**src/rtl/comp_rst_pkg.sv**
```systemverilog
// Shared definitions for the comparator reset sequencer: channel state
// encoding and the zero-to-one count clamp used for delay and width.
package comp_rst_pkg;

  // Widest count the clamp helper handles; channels cast to/from CNT_W.
  localparam int CNT_W_MAX = 32;

  typedef enum logic [1:0] {
    ST_IDLE    = 2'd0,
    ST_DELAY   = 2'd1,
    ST_ACTIVE  = 2'd2,
    ST_HOLDOFF = 2'd3
  } ch_state_t;

  // A count of zero would mean "no cycles" for delay/width; treat it as one.
  function automatic logic [CNT_W_MAX-1:0] clampZero(input logic [CNT_W_MAX-1:0] value);
    clampZero = (value == '0) ? CNT_W_MAX'(1) : value;
  endfunction

endpackage

```
**src/rtl/comp_reset_channel.sv**
```systemverilog
// One comparator channel: synchroniser, rising-edge detect, sequencing FSM
// (IDLE -> DELAY -> ACTIVE -> HOLDOFF), config latches, and the registered
// active-low reset pulse, busy and sticky overrun outputs.
module comp_reset_channel
  import comp_rst_pkg::*;
#(
  parameter int CNT_W = 8
) (
  input  logic             ref_clk,
  input  logic             reset,
  input  logic             comp_in,
  input  logic             ch_en,
  input  logic [CNT_W-1:0] delay_cfg,
  input  logic [CNT_W-1:0] width_cfg,
  input  logic [CNT_W-1:0] holdoff_cfg,
  input  logic             retrig_en,
  input  logic             clr_ovr,
  output logic             rst_driver,
  output logic             busy,
  output logic             overrun
);

  logic             r_syncA;
  logic             r_syncB;
  logic             r_syncPrev;
  logic             r_edge;
  ch_state_t        r_state;
  logic [CNT_W-1:0] r_cnt;
  logic [CNT_W-1:0] r_delay;
  logic [CNT_W-1:0] r_width;
  logic [CNT_W-1:0] r_hold;
  logic             r_rstN;
  logic             r_busy;
  logic             r_ovr;

  ch_state_t        w_nextState;
  logic [CNT_W-1:0] w_nextCnt;
  logic             w_latch;
  logic             w_ovrSet;
  logic [CNT_W-1:0] w_delayClamp;
  logic [CNT_W-1:0] w_widthClamp;

  assign w_delayClamp = CNT_W'(clampZero(CNT_W_MAX'(delay_cfg)));
  assign w_widthClamp = CNT_W'(clampZero(CNT_W_MAX'(width_cfg)));

  // Two-flop synchroniser followed by a registered one-cycle rising-edge strobe.
  always_ff @(posedge ref_clk) begin
    if (reset) begin
      r_syncA    <= 1'b0;
      r_syncB    <= 1'b0;
      r_syncPrev <= 1'b0;
      r_edge     <= 1'b0;
    end else begin
      r_syncA    <= comp_in;
      r_syncB    <= r_syncA;
      r_syncPrev <= r_syncB;
      r_edge     <= r_syncB & ~r_syncPrev;
    end
  end

  // Next-state logic: counter reloads on each state entry and counts down to
  // zero; the state advances on the cycle the counter reads zero.
  always_comb begin
    w_nextState = r_state;
    w_nextCnt   = r_cnt;
    w_latch     = 1'b0;
    w_ovrSet    = 1'b0;
    if (!ch_en) begin
      w_nextState = ST_IDLE;
    end else begin
      case (r_state)
        ST_IDLE: begin
          if (r_edge) begin
            w_nextState = ST_DELAY;
            w_nextCnt   = w_delayClamp - CNT_W'(1);
            w_latch     = 1'b1;
          end
        end
        ST_DELAY: begin
          if (r_edge && retrig_en) begin
            w_nextCnt = r_delay - CNT_W'(1);
          end else begin
            w_ovrSet = r_edge;
            if (r_cnt == '0) begin
              w_nextState = ST_ACTIVE;
              w_nextCnt   = r_width - CNT_W'(1);
            end else begin
              w_nextCnt = r_cnt - CNT_W'(1);
            end
          end
        end
        ST_ACTIVE: begin
          w_ovrSet = r_edge;
          if (r_cnt == '0) begin
            if (r_hold == '0) begin
              w_nextState = ST_IDLE;
            end else begin
              w_nextState = ST_HOLDOFF;
              w_nextCnt   = r_hold - CNT_W'(1);
            end
          end else begin
            w_nextCnt = r_cnt - CNT_W'(1);
          end
        end
        ST_HOLDOFF: begin
          w_ovrSet = r_edge;
          if (r_cnt == '0) begin
            w_nextState = ST_IDLE;
          end else begin
            w_nextCnt = r_cnt - CNT_W'(1);
          end
        end
        default: w_nextState = ST_IDLE;
      endcase
    end
  end

  // State, counter, config latches and outputs; outputs are registered from
  // the next state so they change on the same edge as the state itself.
  always_ff @(posedge ref_clk) begin
    if (reset) begin
      r_state <= ST_IDLE;
      r_cnt   <= '0;
      r_delay <= '0;
      r_width <= '0;
      r_hold  <= '0;
      r_rstN  <= 1'b1;
      r_busy  <= 1'b0;
      r_ovr   <= 1'b0;
    end else begin
      r_state <= w_nextState;
      r_cnt   <= w_nextCnt;
      if (w_latch) begin
        r_delay <= w_delayClamp;
        r_width <= w_widthClamp;
        r_hold  <= holdoff_cfg;
      end
      r_rstN <= (w_nextState != ST_ACTIVE);
      r_busy <= (w_nextState != ST_IDLE);
      r_ovr  <= w_ovrSet | (r_ovr & ~clr_ovr);
    end
  end

  assign rst_driver = r_rstN;
  assign busy       = r_busy;
  assign overrun    = r_ovr;

endmodule

```
**src/rtl/comp_reset_sequencer.sv**
```systemverilog
// Multi-channel comparator reset sequencer: one independent channel per
// comparator input, sharing the timing configuration and overrun clear.
module comp_reset_sequencer
  import comp_rst_pkg::*;
#(
  parameter int N_CH  = 4,
  parameter int CNT_W = 8
) (
  input  logic             ref_clk,
  input  logic             reset,
  input  logic [N_CH-1:0]  comp_out,
  input  logic [N_CH-1:0]  ch_en,
  input  logic [CNT_W-1:0] delay_cfg,
  input  logic [CNT_W-1:0] width_cfg,
  input  logic [CNT_W-1:0] holdoff_cfg,
  input  logic             retrig_en,
  input  logic             clr_ovr,
  output logic [N_CH-1:0]  rst_driver,
  output logic [N_CH-1:0]  busy,
  output logic [N_CH-1:0]  overrun
);

  for (genvar g = 0; g < N_CH; g++) begin : g_ch
    comp_reset_channel #(
      .CNT_W (CNT_W)
    ) u_channel (
      .ref_clk     (ref_clk),
      .reset       (reset),
      .comp_in     (comp_out[g]),
      .ch_en       (ch_en[g]),
      .delay_cfg   (delay_cfg),
      .width_cfg   (width_cfg),
      .holdoff_cfg (holdoff_cfg),
      .retrig_en   (retrig_en),
      .clr_ovr     (clr_ovr),
      .rst_driver  (rst_driver[g]),
      .busy        (busy[g]),
      .overrun     (overrun[g])
    );
  end

endmodule

```
**config.mk**
```make
export PLATFORM = sky130hd
export DESIGN_NAME = comp_reset_sequencer
export DESIGN_NICKNAME = d
export VERILOG_FILES = /design/src/rtl/comp_rst_pkg.sv /design/src/rtl/comp_reset_channel.sv /design/src/rtl/comp_reset_sequencer.sv
export SDC_FILE = /design/constraint.sdc
export NUM_CORES = 1
export LEC_CHECK = 0
export CORE_MARGIN = 2
export CORE_UTILIZATION = 56
export CTS_BUF_LIST = sky130_fd_sc_hd__clkbuf_16
export DETAILED_ROUTE_END_ITERATION = 6
export PLACE_DENSITY_LB_ADDON = 0.3
export SYNTH_ARGS = -nofsm -noshare
export SYNTH_HDL_FRONTEND = slang
export SYNTH_SLANG_ARGS = --single-unit
```
**constraint.sdc**
```tcl
create_clock -name ref_clk -period 4.16 [get_ports ref_clk]
set_clock_uncertainty 0.15 [all_clocks]
set_input_delay 1.248 -clock ref_clk [delete_from_list [all_inputs] [get_ports ref_clk]]
set_output_delay 1.248 -clock ref_clk [all_outputs]
set_load 0.05 [all_outputs]
```
-- Yosys cells after proc, flatten, opt, wreduce, memory -nomap -nowiden
Index checks and enable logic that the tools add are counted.
W data, S select, Z words.
- eq/ne operators: 28
- bitwise logic cells: 17
- reduce and logical (&&, ||, !) cells: 30
- add/subtract/negate cells: 17
- mux-type cells: 86
- operators by type and width (cell ; number):
    $mux W8 ; 26
    $sub A8 B1 Y8 const B ; 17
    $pmux W8 S4 ; 4
    $logic_not A8 Y1 ; 10
    $mux W2 ; 28
    $pmux W2 S4 ; 4
    $mux W1 ; 20
    $eq A2 B2 Y1 const B ; 8
    $ne A2 B2 Y1 const B ; 8
    $reduce_and A4 Y1 ; 4
    $ne A3 B3 Y1 const B ; 4
    $and A1 B1 Y1 ; 8
    $eq A2 B1 Y1 const B ; 4
    $logic_not A2 Y1 ; 4
    $ne A2 B1 Y1 const B ; 4
    $pmux W1 S2 ; 4
    $reduce_bool A2 Y1 ; 4
    $reduce_or A2 Y1 ; 4
    $not A1 Y1 ; 5
    $logic_and A1 B1 Y1 ; 4
    $or A1 B1 Y1 ; 4
- bits in registers: 164
- output and inout port bits: 12
- input port bits: 36
- logic and storage cells: 226

-- Logic depth before layout (Yosys ltp)
Gate-level depths: netlist of run 1.
- depth after elaboration: 6
- mapped depth: 10
- gate-level depth less buffers: 8

-- By module
From an unflattened synthesis of run 1, not the netlist that was laid out.
- cells, all modules: 1325
- area total of the unflattened synthesis: 9888.2 µm²
- modules (own cells, without submodules) (module ; area an instance (µm²) ; cells an instance ; seq. area each (µm²) ; times used):
    comp_reset_channel (g_ch[0].u_channel ...) ; 2428.6 ; 326 ; 820.8 ; 3
    comp_reset_channel (g_ch[3].u_channel) ; 2602.5 ; 347 ; 820.8 ; 1

-- Worst setup path before layout of run 1
Ideal clock, no wire load.
- path type: input port to flip-flop
- start point: input delay_cfg[5]
- end point: register g_ch[3].u_channel.r_cnt[6]
- arrival: 3.094 ns
- buffers on the path: 1
- cell stages on the path: 9
- library setup time: 0.117 ns
- path slack: 0.799 ns
- data required time: 3.893 ns
- cell sequence: clkbuf_1 > nor4_1 > a21oi_1 > ha_1 > nand3b_1 > xor2_1 > o21ai_0 > nor2b_1 > a32o_1
- word-level cells in the longest chain between the ends: 5
- ends and longest elaborated chain (item ; RTL line ; text):
    from (decl) ; comp_reset_sequencer.sv:13 ; input logic [CNT_W-1:0] delay_cfg,
    $logic_not A8 Y1 ; comp_rst_pkg.sv:17 ; clampZero = (value == '0) ? CNT_W_MAX'(1) : value;
    $mux W8 (*) ; comp_rst_pkg.sv:17 ;
    $sub A8 B1 Y8 (*) ; comp_reset_channel.sv:75 ; w_nextCnt = w_delayClamp - CNT_W'(1);
    $mux W8 (*) ; comp_reset_channel.sv:73 ; if (r_edge) begin
    $pmux W8 S4 (*) ; comp_reset_channel.sv:71 ; case (r_state)
    to (signal assigned) ; comp_reset_channel.sv:132 ; r_cnt <= w_nextCnt;
    to (decl) ; comp_reset_channel.sv:28 ; logic [CNT_W-1:0] r_cnt;
Every way passes the cells marked *; elsewhere a longest branch is shown, timed or not. The select of a mux whose other input is x is not followed.
A chain may end at the register's enable or synchronous reset.

-- Final worst setup path of run 1
- start point: input delay_cfg[7]
- end point: register g_ch[1].u_channel.r_cnt[4]
- word-level cells in the longest chain between the ends: 5
- ends and longest elaborated chain (item ; RTL line):
    $logic_not A8 Y1 ; comp_rst_pkg.sv:17
    $mux W8 ; comp_rst_pkg.sv:17
    $sub A8 B1 Y8 ; comp_reset_channel.sv:75
    $mux W8 ; comp_reset_channel.sv:73
    $pmux W8 S4 ; comp_reset_channel.sv:71
    to (signal assigned) ; comp_reset_channel.sv:132
    to (decl) ; comp_reset_channel.sv:28
Every way passes these cells. The select of a mux whose other input is x is not followed.

==> results of run 1 <==
cell usage in the layout (no fill, tap or decap), types with 5 or more instances in the layout:
cell / instances
a32oi_1: 8
a211oi_1: 18
dfxtp_1: 164
nor3_1: 40
nor4_1: 16
xor2_1: 40
ha_1: 25
nand3_1: 31
mux2i_1: 14
or2_2: 6
xnor2_1: 39
o21ai_1: 7
clkbuf_16: 17
clkdlybuf4s50_1: 46
a32o_1: 5
nor3b_1: 13
o21ai_0: 60
and2_1: 8
o31ai_1: 11
nand2_1: 257
a311oi_1: 9
a21o_1: 7
a31o_2: 6
and3_1: 9
a221oi_1: 7
or3_1: 16
o221ai_1: 6
nor2_1: 76
buf_4: 30
or4_1: 9
inv_1: 55
a31oi_1: 16
nor2b_1: 18
a21oi_1: 132
cells in the mapped netlist (4+ instances only):
library cell	instances
nand2_1	257
dfxtp_1	164
a21oi_1	132
nor2_1	76
clkbuf_1	65
o21ai_0	60
inv_1	52
nor3_1	40
xor2_1	40
xnor2_1	39
nand3_1	31
ha_1	25
a211oi_1	18
nor2b_1	18
a31oi_1	16
nor4_1	16
or3_1	16
mux2i_1	14
buf_4	13
nor3b_1	13
o31ai_1	11
a311oi_1	9
and3_1	9
or4_1	9
a32oi_1	8
and2_1	8
a21o_1	7
a221oi_1	7
o21ai_1	7
a31o_2	6
o221ai_1	6
or2_2	6
a32o_1	5
buf_2	4
nand2b_1	4
o2111ai_1	4
o211a_1	4
o211ai_1	4
o21bai_1	4
o22ai_1	4
routing by layer:
layer,share of wire,GRT usage,wire length (um)
met1,0.43,0.4512,12890
met2,0.44,0.5020,13260
met3,0.096,0.08679,2890
met4,0.034,0.1348,1011
met5,0,0,0
area by class of cell:
type,count,area (um^2)
Sequential cell,164,3283
Clock buffer,17,425.4
Inverter,53,198.9
Clock inverter,15,142.6
Tap cell,225,281.5
Multi-Input combinational cell,994,5856
Fill cell,1614,6223
Timing Repair Buffer,77,705.7
registers in the layout (all words and copies together), names as in the netlist:
signal and count:
g_ch.u_channel.busy 4, g_ch.u_channel.overrun 4, g_ch.u_channel.r_cnt 32, g_ch.u_channel.r_width 32
g_ch.u_channel.rst_driver 4, g_ch.u_channel.r_syncA 4, g_ch.u_channel.r_syncB 4, g_ch.u_channel.r_hold 32
g_ch.u_channel.r_delay 32, g_ch.u_channel.r_state 8, g_ch.u_channel.r_syncPrev 4, g_ch.u_channel.r_edge 4
through the flow:
stage | area [um^2] | std cells | hold slack [ns]
5_1_grt | 10890 | 1545 | 0.2539
2_1_floorplan | 9726 | 1296 | 0.2174
4_1_cts | 10890 | 1545 | 0.2367
6_report | 10890 | 1545 | 0.2274
3_3_place_gp | 10320 | 1513 | 0.2205
3_5_place_dp | 10320 | 1513 | 0.2284
worst paths after layout:
path | depth (start not counted) | from | slack, ns | endpoint
max | 9 | delay_cfg[7] | 0.62 | g_ch[1].u_channel.r_cnt[4]
min | 1 | g_ch[0].u_channel.r_syncPrev | 0.23 | g_ch[0].u_channel.r_edge
max reg2reg | 7 | g_ch[1].u_channel.r_cnt[1] | 1.18 | g_ch[1].u_channel.r_cnt[1]
min reg2reg | 1 | g_ch[0].u_channel.r_syncPrev | 0.23 | g_ch[0].u_channel.r_edge
report_power, final:
group | switching, mW | internal (mW)
combinational | 0.352 | 0.212
sequential | 0.0338 | 1.60
clock | 0.673 | 0.879
critical path, stage by stage:
cell	delay [ns]
clkdlybuf4s50_1	0.63
nor4_1	0.09
buf_4	0.15
a21oi_1	0.18
ha_1	0.23
nand2_1	0.08
xnor2_1	0.61
o221ai_1	0.20
a311oi_1	0.30
kinds of logic (layout without fill, tap and decap cells):
kind of cell    count (synthesis)  in the layout  synth area share
compound gates                351            351            0.2330
mux                            16             16           0.01672
simple gates                  523            523            0.2491
flops                         164            164            0.3376
xor+xnor                       79             79           0.07114
fa+ha+maj                      25             25           0.03216
buf+inv                       138            162           0.06034
==> flow_summary.json, run 1 <==
{
  "place_congestion": 0.9935,
  "cts.clk_slew.worst_paths_ns": 0.07,
  "syn_nets": 1357,
  "core_area_um2": 17120,
  "clockRootBuffer": "clkbuf_16",
  "die_x_um": 135.8,
  "fmax_ghz": 0.2828,
  "cts_tree": "yes",
  "finalMaxSlewViolations": 0,
  "cp_max_fo": 4,
  "total_power_mw": 3.747,
  "grt_usage": 0.3322,
  "synth_area_leaders": "dfxtp_1, nand2_1, a21oi_1",
  "synth-seq-cells": 164,
  "cts_resized": 0,
  "antenna_found_initial": 0,
  "antenna_cells": 0,
  "core.rowCount": 48,
  "firstDrtPassIters": 6,
  "synthCells": 1296,
  "hold_buffers": 0,
  "critPathRequiredTime_ns": 4.35,
  "grt_max_degree": 142,
  "globalRouteOverflowTotal": 0,
  "drc": 0,
  "status": "complete, no violations",
  "finalCritPeriodShare": 0.8501,
  "drive_above_1_share": 0.06515,
  "cts_sinks": 164,
  "setup_viol": 0,
  "worst_slack_ns": 0.6237,
  "place.port_buffers": 47,
  "post-route-util": 0.6364,
  "hpwl_um": 21170,
  "area_growth_pct": 12.00,
  "drtIter0Drc": 1066,
  "synth_edf_count": 0,
  "criticalPathCategory": "in2reg",
  "worst_pin_slew_ns": 0.9212,
  "finalNetCount": 1368,
  "hold_viol_final": 0,
  "place_ws_ns": 0.2483,
  "syn-cell-area_um2": 9726,
  "vias": 9709,
  "rsz0062_at_grt": "false",
  "grt_pass1_vias": 8794,
  "avgViaCountPerCell": 6.284,
  "clockBufferDepth": 2,
  "drt-total-wl_um": 30050,
  "end_kind": "flop",
  "top_level_ports": 48,
  "grt_pass1_wl_um": 47230,
  "setup-tns-final_ns": 0,
  "h-tree-depth": 4,
  "die_area_um2": 18440,
  "die_height_um": 135.8,
  "drv_cap": 0,
  "yosysTopAreaCell": "dfxtp_1",
  "synth_top_area_frac": 0.3376,
  "hold_class": "reg2reg",
  "slew_headroom": 0.3841,
  "antenna_left": 0,
  "wl_per_cell_um": 19.45,
  "ys.flop_type": "dfxtp_1",
  "vdd_drop_max_v": 0.0002921,
  "synth_cell_types": 78,
  "seq_area_frac_synth": 0.3376,
  "arrival_ns": 3.72,
  "async_flop_share": 0,
  "syn_area_per_cell_um2": 7.504,
  "startpoint_type": "input port",
  "post_cts_buffers": 0,
  "insertion_delay_ns": 0.43,
  "cts_buffers": 17,
  "min_period_ns": 3.536,
  "power.density_nw_per_um2": 344.0,
  "yosys_warnings": 0,
  "p_leak_nw": 4.099,
  "initial_core_util": 0.5682
}
(Power assumes the default switching activity.)
==> inputs of run 2 (changes only) <==
--- a/config.mk
+++ b/config.mk
@@ -9,7 +9,9 @@
 export CORE_UTILIZATION = 56
 export CTS_BUF_LIST = sky130_fd_sc_hd__clkbuf_16
 export DETAILED_ROUTE_END_ITERATION = 6
+export HOLD_SLACK_MARGIN = 0.08
 export PLACE_DENSITY_LB_ADDON = 0.3
 export SYNTH_ARGS = -nofsm -noshare
 export SYNTH_HDL_FRONTEND = slang
+export SYNTH_HIERARCHICAL = 1
 export SYNTH_SLANG_ARGS = --single-unit
==> flow_summary.json, run 2 <==
{
  "h-tree-depth": 4,
  "grt_usage": 0.3166,
  "die_area_um2": 18740,
  "grt_pass1_wl_um": 46340,
  "place_inst": 1564,
  "r2r-end": "g_ch[2].u_channel/r_cnt[5]",
  "end_kind": "flop",
  "crit_chain": "clkdlybuf4s50_1, or4_1, nor4_1, nor2_1, ha_1, nor3b_1, and2_1, xor2_1, a2111oi_0, a31oi_1",
  "r2r_start": "g_ch[2].u_channel/r_cnt[0]",
  "cts_resized": 0,
  "grt_use_met1": 0.4234,
  "hold_class": "reg2reg",
  "clockBufferDepth": 2,
  "hpwl_um": 20710,
  "drt-total-wl_um": 29300,
  "yosys_warnings": 6,
  "drive_above_1_share": 0.06136,
  "antenna_left": 0,
  "final_cell_mix": "nand2_1, dfxtp_1, a21oi_1",
  "met2_usage": 0.4953,
  "arrival_ns": 3.89,
  "fmax_ghz": 0.2679,
  "drtIter0Drc": 1104,
  "vdd_drop_max_v": 0.0003079,
  "clockRootBuffer": "clkbuf_16",
  "async_flop_share": 0,
  "syn-cell-area_um2": 9888,
  "die_x_um": 136.9,
  "setup_viol": 0,
  "path_delay_family": "simple AND/OR/NAND/NOR gates",
  "synthCells": 1325,
  "cpPeakStageDelay_ns": 0.68,
  "cts_sinks": 164,
  "fillers": 1518,
  "power.density_nw_per_um2": 327.1,
  "cts_buffers": 17,
  "min_from": "g_ch[1].u_channel/r_syncPrev",
  "holdPathStages": 1,
  "antenna_found_initial": 0,
  "place_ws_ns": 0.01127,
  "drc": 0,
  "initial_core_util": 0.5717,
  "cts_tree": "yes",
  "place_congestion": 0.9368,
  "worst_slack_ns": 0.4266,
  "criticalPathCategory": "in2reg",
  "top_level_ports": 48,
  "area_growth_pct": 12.40,
  "yosys.cell_count.top_type": "nand2_1",
  "post_cts_buffers": 0,
  "critPathRequiredTime_ns": 4.32,
  "min_period_ns": 3.733,
  "synth_edf_count": 0,
  "finalCritPeriodShare": 0.8974,
  "hold_end": "g_ch[1].u_channel/r_edge",
  "avgViaCountPerCell": 6.287,
  "seq_area_frac_synth": 0.3320,
  "startpoint_type": "input port",
  "insertion_delay_ns": 0.43,
  "grt_pass1_vias": 8911,
  "antenna_cells": 0,
  "synth_cell_types": 69,
  "status": "complete, no violations",
  "r2r_cells": 8,
  "cp_slowest_cell": "or4_1",
  "synth_commonest_cells": "nand2_1, dfxtp_1, a21oi_1",
  "syn_nets": 1383,
  "slew_headroom": 0.3936,
  "cts.clk_slew.worst_paths_ns": 0.06,
  "cp_max_fo": 2,
  "place.port_buffers": 47,
  "grt_max_degree": 54,
  "p_leak_nw": 4.126,
  "grt_busiest_layer": "met2",
  "critPathBufInv": 1,
  "finalMaxSlewViolations": 0,
  "globalRouteOverflowTotal": 0,
  "synth_area_leaders": "dfxtp_1, nand2_1, a21oi_1",
  "fin_cells": 1594,
  "rsz0062_at_grt": "false",
  "grt_use_met3": 0.08148,
  "vias": 10021,
  "setup-tns-final_ns": 0,
  "ys.flop_type": "dfxtp_1",
  "synth_top_area_frac": 0.3320,
  "synth-seq-cells": 164,
  "yosysTopAreaCell": "dfxtp_1",
  "reg2reg_setup_slack_ns": 1.47,
  "die_height_um": 136.9,
  "core_area_um2": 17300,
  "hold_buffers": 0,
  "hold_viol_final": 0,
  "drv_cap": 0,
  "core.rowCount": 48,
  "wl_per_cell_um": 18.38,
  "finalNetCount": 1416,
  "final_common_cell": "nand2_1",
  "worst_pin_slew_ns": 0.9053,
  "syn_area_per_cell_um2": 7.463,
  "firstDrtPassIters": 6
}
==> run 2: changes by cell type after synthesis, sizes merged, moves of 13 or more <==
cell and change:
clkbuf -16, nor2 +13, or4 +18, nor3 -16
nor4 +13, o21ai +14
==> run 2: layout make-up <==
cell class | count | area, um^2 | share of cell area
multi-input combinational | 1042 | 6127 | 0.5513
tap | 225 | 281.5 | 0.02533
clock buffer | 17 | 425.4 | 0.03828
timing repair buffer | 76 | 710.7 | 0.06394
inverter | 57 | 214.0 | 0.01925
sequential | 164 | 3283 | 0.2954
clock inverter | 13 | 72.57 | 0.006529
==> run 2: per-stage QoR <==
stage          cell area [um^2]  hold WS, ns  power, mW    util
2_1_floorplan              9888       0.2174      2.060       -
3_3_place_gp              10620       0.2216      2.257  0.6138
3_5_place_dp              10620       0.2243      2.262  0.6138
4_1_cts                   11110       0.2337      3.636  0.6426
5_1_grt                   11110       0.2419      3.776  0.6426
6_report                  11110       0.2320      3.636  0.6426
==> run 2: worst max-delay path by stage <==
stage	to	from	cells after the start	slack, ns
6_report	g_ch[3].u_channel/r_cnt[6]	delay_cfg[4]	10	0.43
5_1_grt	g_ch[3].u_channel/r_cnt[6]	delay_cfg[5]	10	0.30
4_1_cts	g_ch[3].u_channel/r_cnt[6]	delay_cfg[4]	10	0.47
3_5_place_dp	g_ch[3].u_channel/r_cnt[6]	delay_cfg[4]	10	0.01
3_3_place_gp	g_ch[3].u_channel/r_cnt[6]	delay_cfg[4]	10	0.03
2_1_floorplan	g_ch[3].u_channel/r_cnt[6]	delay_cfg[4]	9	0.68
==> run 2: kinds of logic (layout without fill, tap and decap cells) <==
kind of cell / count (synthesis) / after routing / share of synthesized area
xor gates and xnor gates: 78 / 78 / 0.06909
adders and majority gates: 22 / 22 / 0.02784
and+or+nand+nor: 560 / 560 / 0.2761
DFF: 164 / 164 / 0.3320
muxes: 5 / 5 / 0.005062
buffers and inverters: 119 / 163 / 0.04985
AOI/OAI and AO/OA: 377 / 377 / 0.2400
==> run 2: layer usage <==
layer	wire [um]	share of wire
met1	12450	0.42
met2	13360	0.46
met3	2728	0.093
met4	767	0.026
met5	0	0
==> run 2: report_power, final <==
group / internal [mW] / switching [mW] / total, mW
registers: 1.60 / 0.0416 / 1.65
logic: 0.226 / 0.376 / 0.602
clock network: 0.741 / 0.646 / 1.39
total: 2.57 / 1.06 / 3.64
==> run 2: worst register-to-register path: cells and delay by family, from the launching register on <==
kind	cells	cell delay, ns
adder cells (fa/ha/maj)	1	0.21
flip-flops	1	0.35
AO/OA/AOI/OAI	3	0.68
AND/OR/NAND/NOR	3	1.05
buffers and inverters	1	0.11
==> inputs of run 3 (changes only) <==
--- a/config.mk
+++ b/config.mk
@@ -5,9 +5,9 @@
 export SDC_FILE = /design/constraint.sdc
 export NUM_CORES = 1
 export LEC_CHECK = 0
-export CORE_MARGIN = 2
 export CORE_UTILIZATION = 56
 export CTS_BUF_LIST = sky130_fd_sc_hd__clkbuf_16
+export CTS_CLUSTER_SIZE = 10
 export DETAILED_ROUTE_END_ITERATION = 6
 export HOLD_SLACK_MARGIN = 0.08
 export PLACE_DENSITY_LB_ADDON = 0.3
==> flow_summary.json, run 3 (synthesis results as in run 2) <==
{
  "internal-power_mw": 2.767,
  "antenna_cells": 0,
  "place.port_buffers": 47,
  "vias": 10121,
  "vdd_drop_max_v": 0.0003148,
  "finalCritPeriodShare": 0.9096,
  "clockBufferDepth": 2,
  "switching_power_mw": 1.071,
  "critPathBufInv": 1,
  "drive_above_1_share": 0.06336,
  "die_area_um2": 18190,
  "finalMaxSlewViolations": 0,
  "hpwl_um": 20820,
  "r2r-end": "g_ch[1].u_channel/r_width[7]",
  "critPathRequiredTime_ns": 4.31,
  "drt-total-wl_um": 29460,
  "core.rowCount": 48,
  "finalNetCount": 1418,
  "grt_usage": 0.3312,
  "cts.clk_slew.worst_paths_ns": 0.06,
  "worst_hold_slack_ns": 0.2313,
  "drtIter0Drc": 1185,
  "antenna_left": 0,
  "reg2reg_setup_slack_ns": 1.46,
  "drc": 0,
  "hold_class": "reg2reg",
  "final_cell_mix": "nand2_1, dfxtp_1, a21oi_1",
  "switching_share": 0.2789,
  "cp_slowest_cell": "or4_1",
  "cp_max_fo": 3,
  "cts_buffers": 17,
  "setup-tns-final_ns": 0,
  "die_height_um": 134.9,
  "avgViaCountPerCell": 6.334,
  "criticalPathCategory": "in2reg",
  "startpoint_type": "input port",
  "core_area_um2": 17300,
  "total_power_mw": 3.838,
  "setup_viol": 0,
  "path_delay_family": "simple AND/OR/NAND/NOR gates",
  "clockRootBuffer": "clkbuf_16",
  "antenna_found_initial": 0,
  "p_leak_nw": 4.176,
  "r2r_cells": 6,
  "grt_pass1_vias": 9172,
  "r2r_start": "g_ch[1].u_channel/r_state[0]",
  "grt_pass1_wl_um": 47330,
  "fmax_ghz": 0.2643,
  "globalRouteOverflowTotal": 0,
  "worst_pin_slew_ns": 0.8639,
  "seq_power_share": 0.429,
  "cts_sinks": 164,
  "power.density_nw_per_um2": 342.4,
  "fillers": 1607,
  "min_from": "g_ch[1].u_channel/r_syncPrev",
  "arrival_ns": 3.93,
  "rsz0062_at_grt": "false",
  "end_kind": "flop",
  "drv_cap": 0,
  "holdPathStages": 1,
  "pwr-share-clk": 0.413,
  "cts_resized": 0,
  "crit_chain": "clkdlybuf4s50_1, or4_1, nor4_1, nor2_1, ha_1, nor3b_1, and2_1, xor2_1, a2111oi_0, a31oi_1",
  "pwr-share-comb": 0.158,
  "h-tree-depth": 4,
  "insertion_delay_ns": 0.43,
  "slew_headroom": 0.4241,
  "status": "complete, no violations",
  "min_period_ns": 3.784,
  "hold_buffers": 0,
  "place_congestion": 0.9881,
  "cts_tree": "yes",
  "multi_input_area_um2": 6127,
  "hold_end": "g_ch[1].u_channel/r_edge",
  "final_common_cell": "nand2_1",
  "cpPeakStageDelay_ns": 0.66,
  "post_cts_buffers": 0,
  "firstDrtPassIters": 6,
  "grt_max_degree": 65,
  "area_growth_pct": 13.36,
  "initial_core_util": 0.5717,
  "die_x_um": 134.9,
  "final-seq-area_um2": 3283,
  "top_level_ports": 48,
  "hold_viol_final": 0,
  "wl_per_cell_um": 18.44
}
run 3: cell types whose count changed in the layout (fill, tap and decap cells not counted), sizes merged:
cell,previous run,this run
bufinv,0,3
buf,30,32
clkinv,9,7
inv,58,60
clkinvlp,3,2
run 3: power groups by stage:
stage,Combinational (mW),Clock (mW),Sequential (mW)
final,0.607,1.59,1.65
after global routing,0.658,1.68,1.65
after CTS,0.593,1.62,1.64
after detailed placement,0.586,0,1.68
after global placement,0.584,0,1.68
after floorplan,0.391,0,1.67
run 3: cell type report:
class / count / area share
inverter: 57 / 0.01909
sequential: 164 / 0.2929
tap: 225 / 0.02511
clock inverter: 15 / 0.01473
timing repair buffer: 78 / 0.06362
clock buffer: 17 / 0.03795
multi-input combinational: 1042 / 0.5466
run 3: metrics by stage:
stage               setup WS, ns  instance area (um^2)  utilization  std cells
floorplan                 0.6821                  9888            -       1325
global placement         0.04569                 10620       0.6139       1566
detailed placement      0.001454                 10620       0.6139       1566
CTS                       0.4382                 11210       0.6481       1598
global route              0.2106                 11210       0.6481       1598
finish                    0.3761                 11210       0.6481       1598
run 3: how the worst max path moves through the flow:
stage,from,endpoint,slack [ns],cells past startpoint
finish,delay_cfg[4],g_ch[3].u_channel/r_cnt[6],0.38,10
global route,delay_cfg[5],g_ch[3].u_channel/r_cnt[6],0.21,10
CTS,delay_cfg[4],g_ch[3].u_channel/r_cnt[6],0.44,10
detailed placement,delay_cfg[4],g_ch[3].u_channel/r_cnt[6],0.001,10
global placement,delay_cfg[4],g_ch[3].u_channel/r_cnt[6],0.05,10
floorplan,delay_cfg[4],g_ch[3].u_channel/r_cnt[6],0.68,9
run 3: per-layer routing:
metal,GRT usage,part of all wire,up-vias
met5,0,0,-
met4,0.1342,0.032,0
met3,0.07470,0.091,74
met2,0.5060,0.44,473
met1,0.4503,0.43,4704
li1,-,-,4870
run 3: worst register-to-register path, cell delays in order, from the launching register on:
cell     delay (ns)
dfxtp_1        0.77
or2_2          0.29
o21ai_1        0.23
nor3_2         0.64
buf_4          0.33
nand2_1        0.08
a21oi_1        0.15
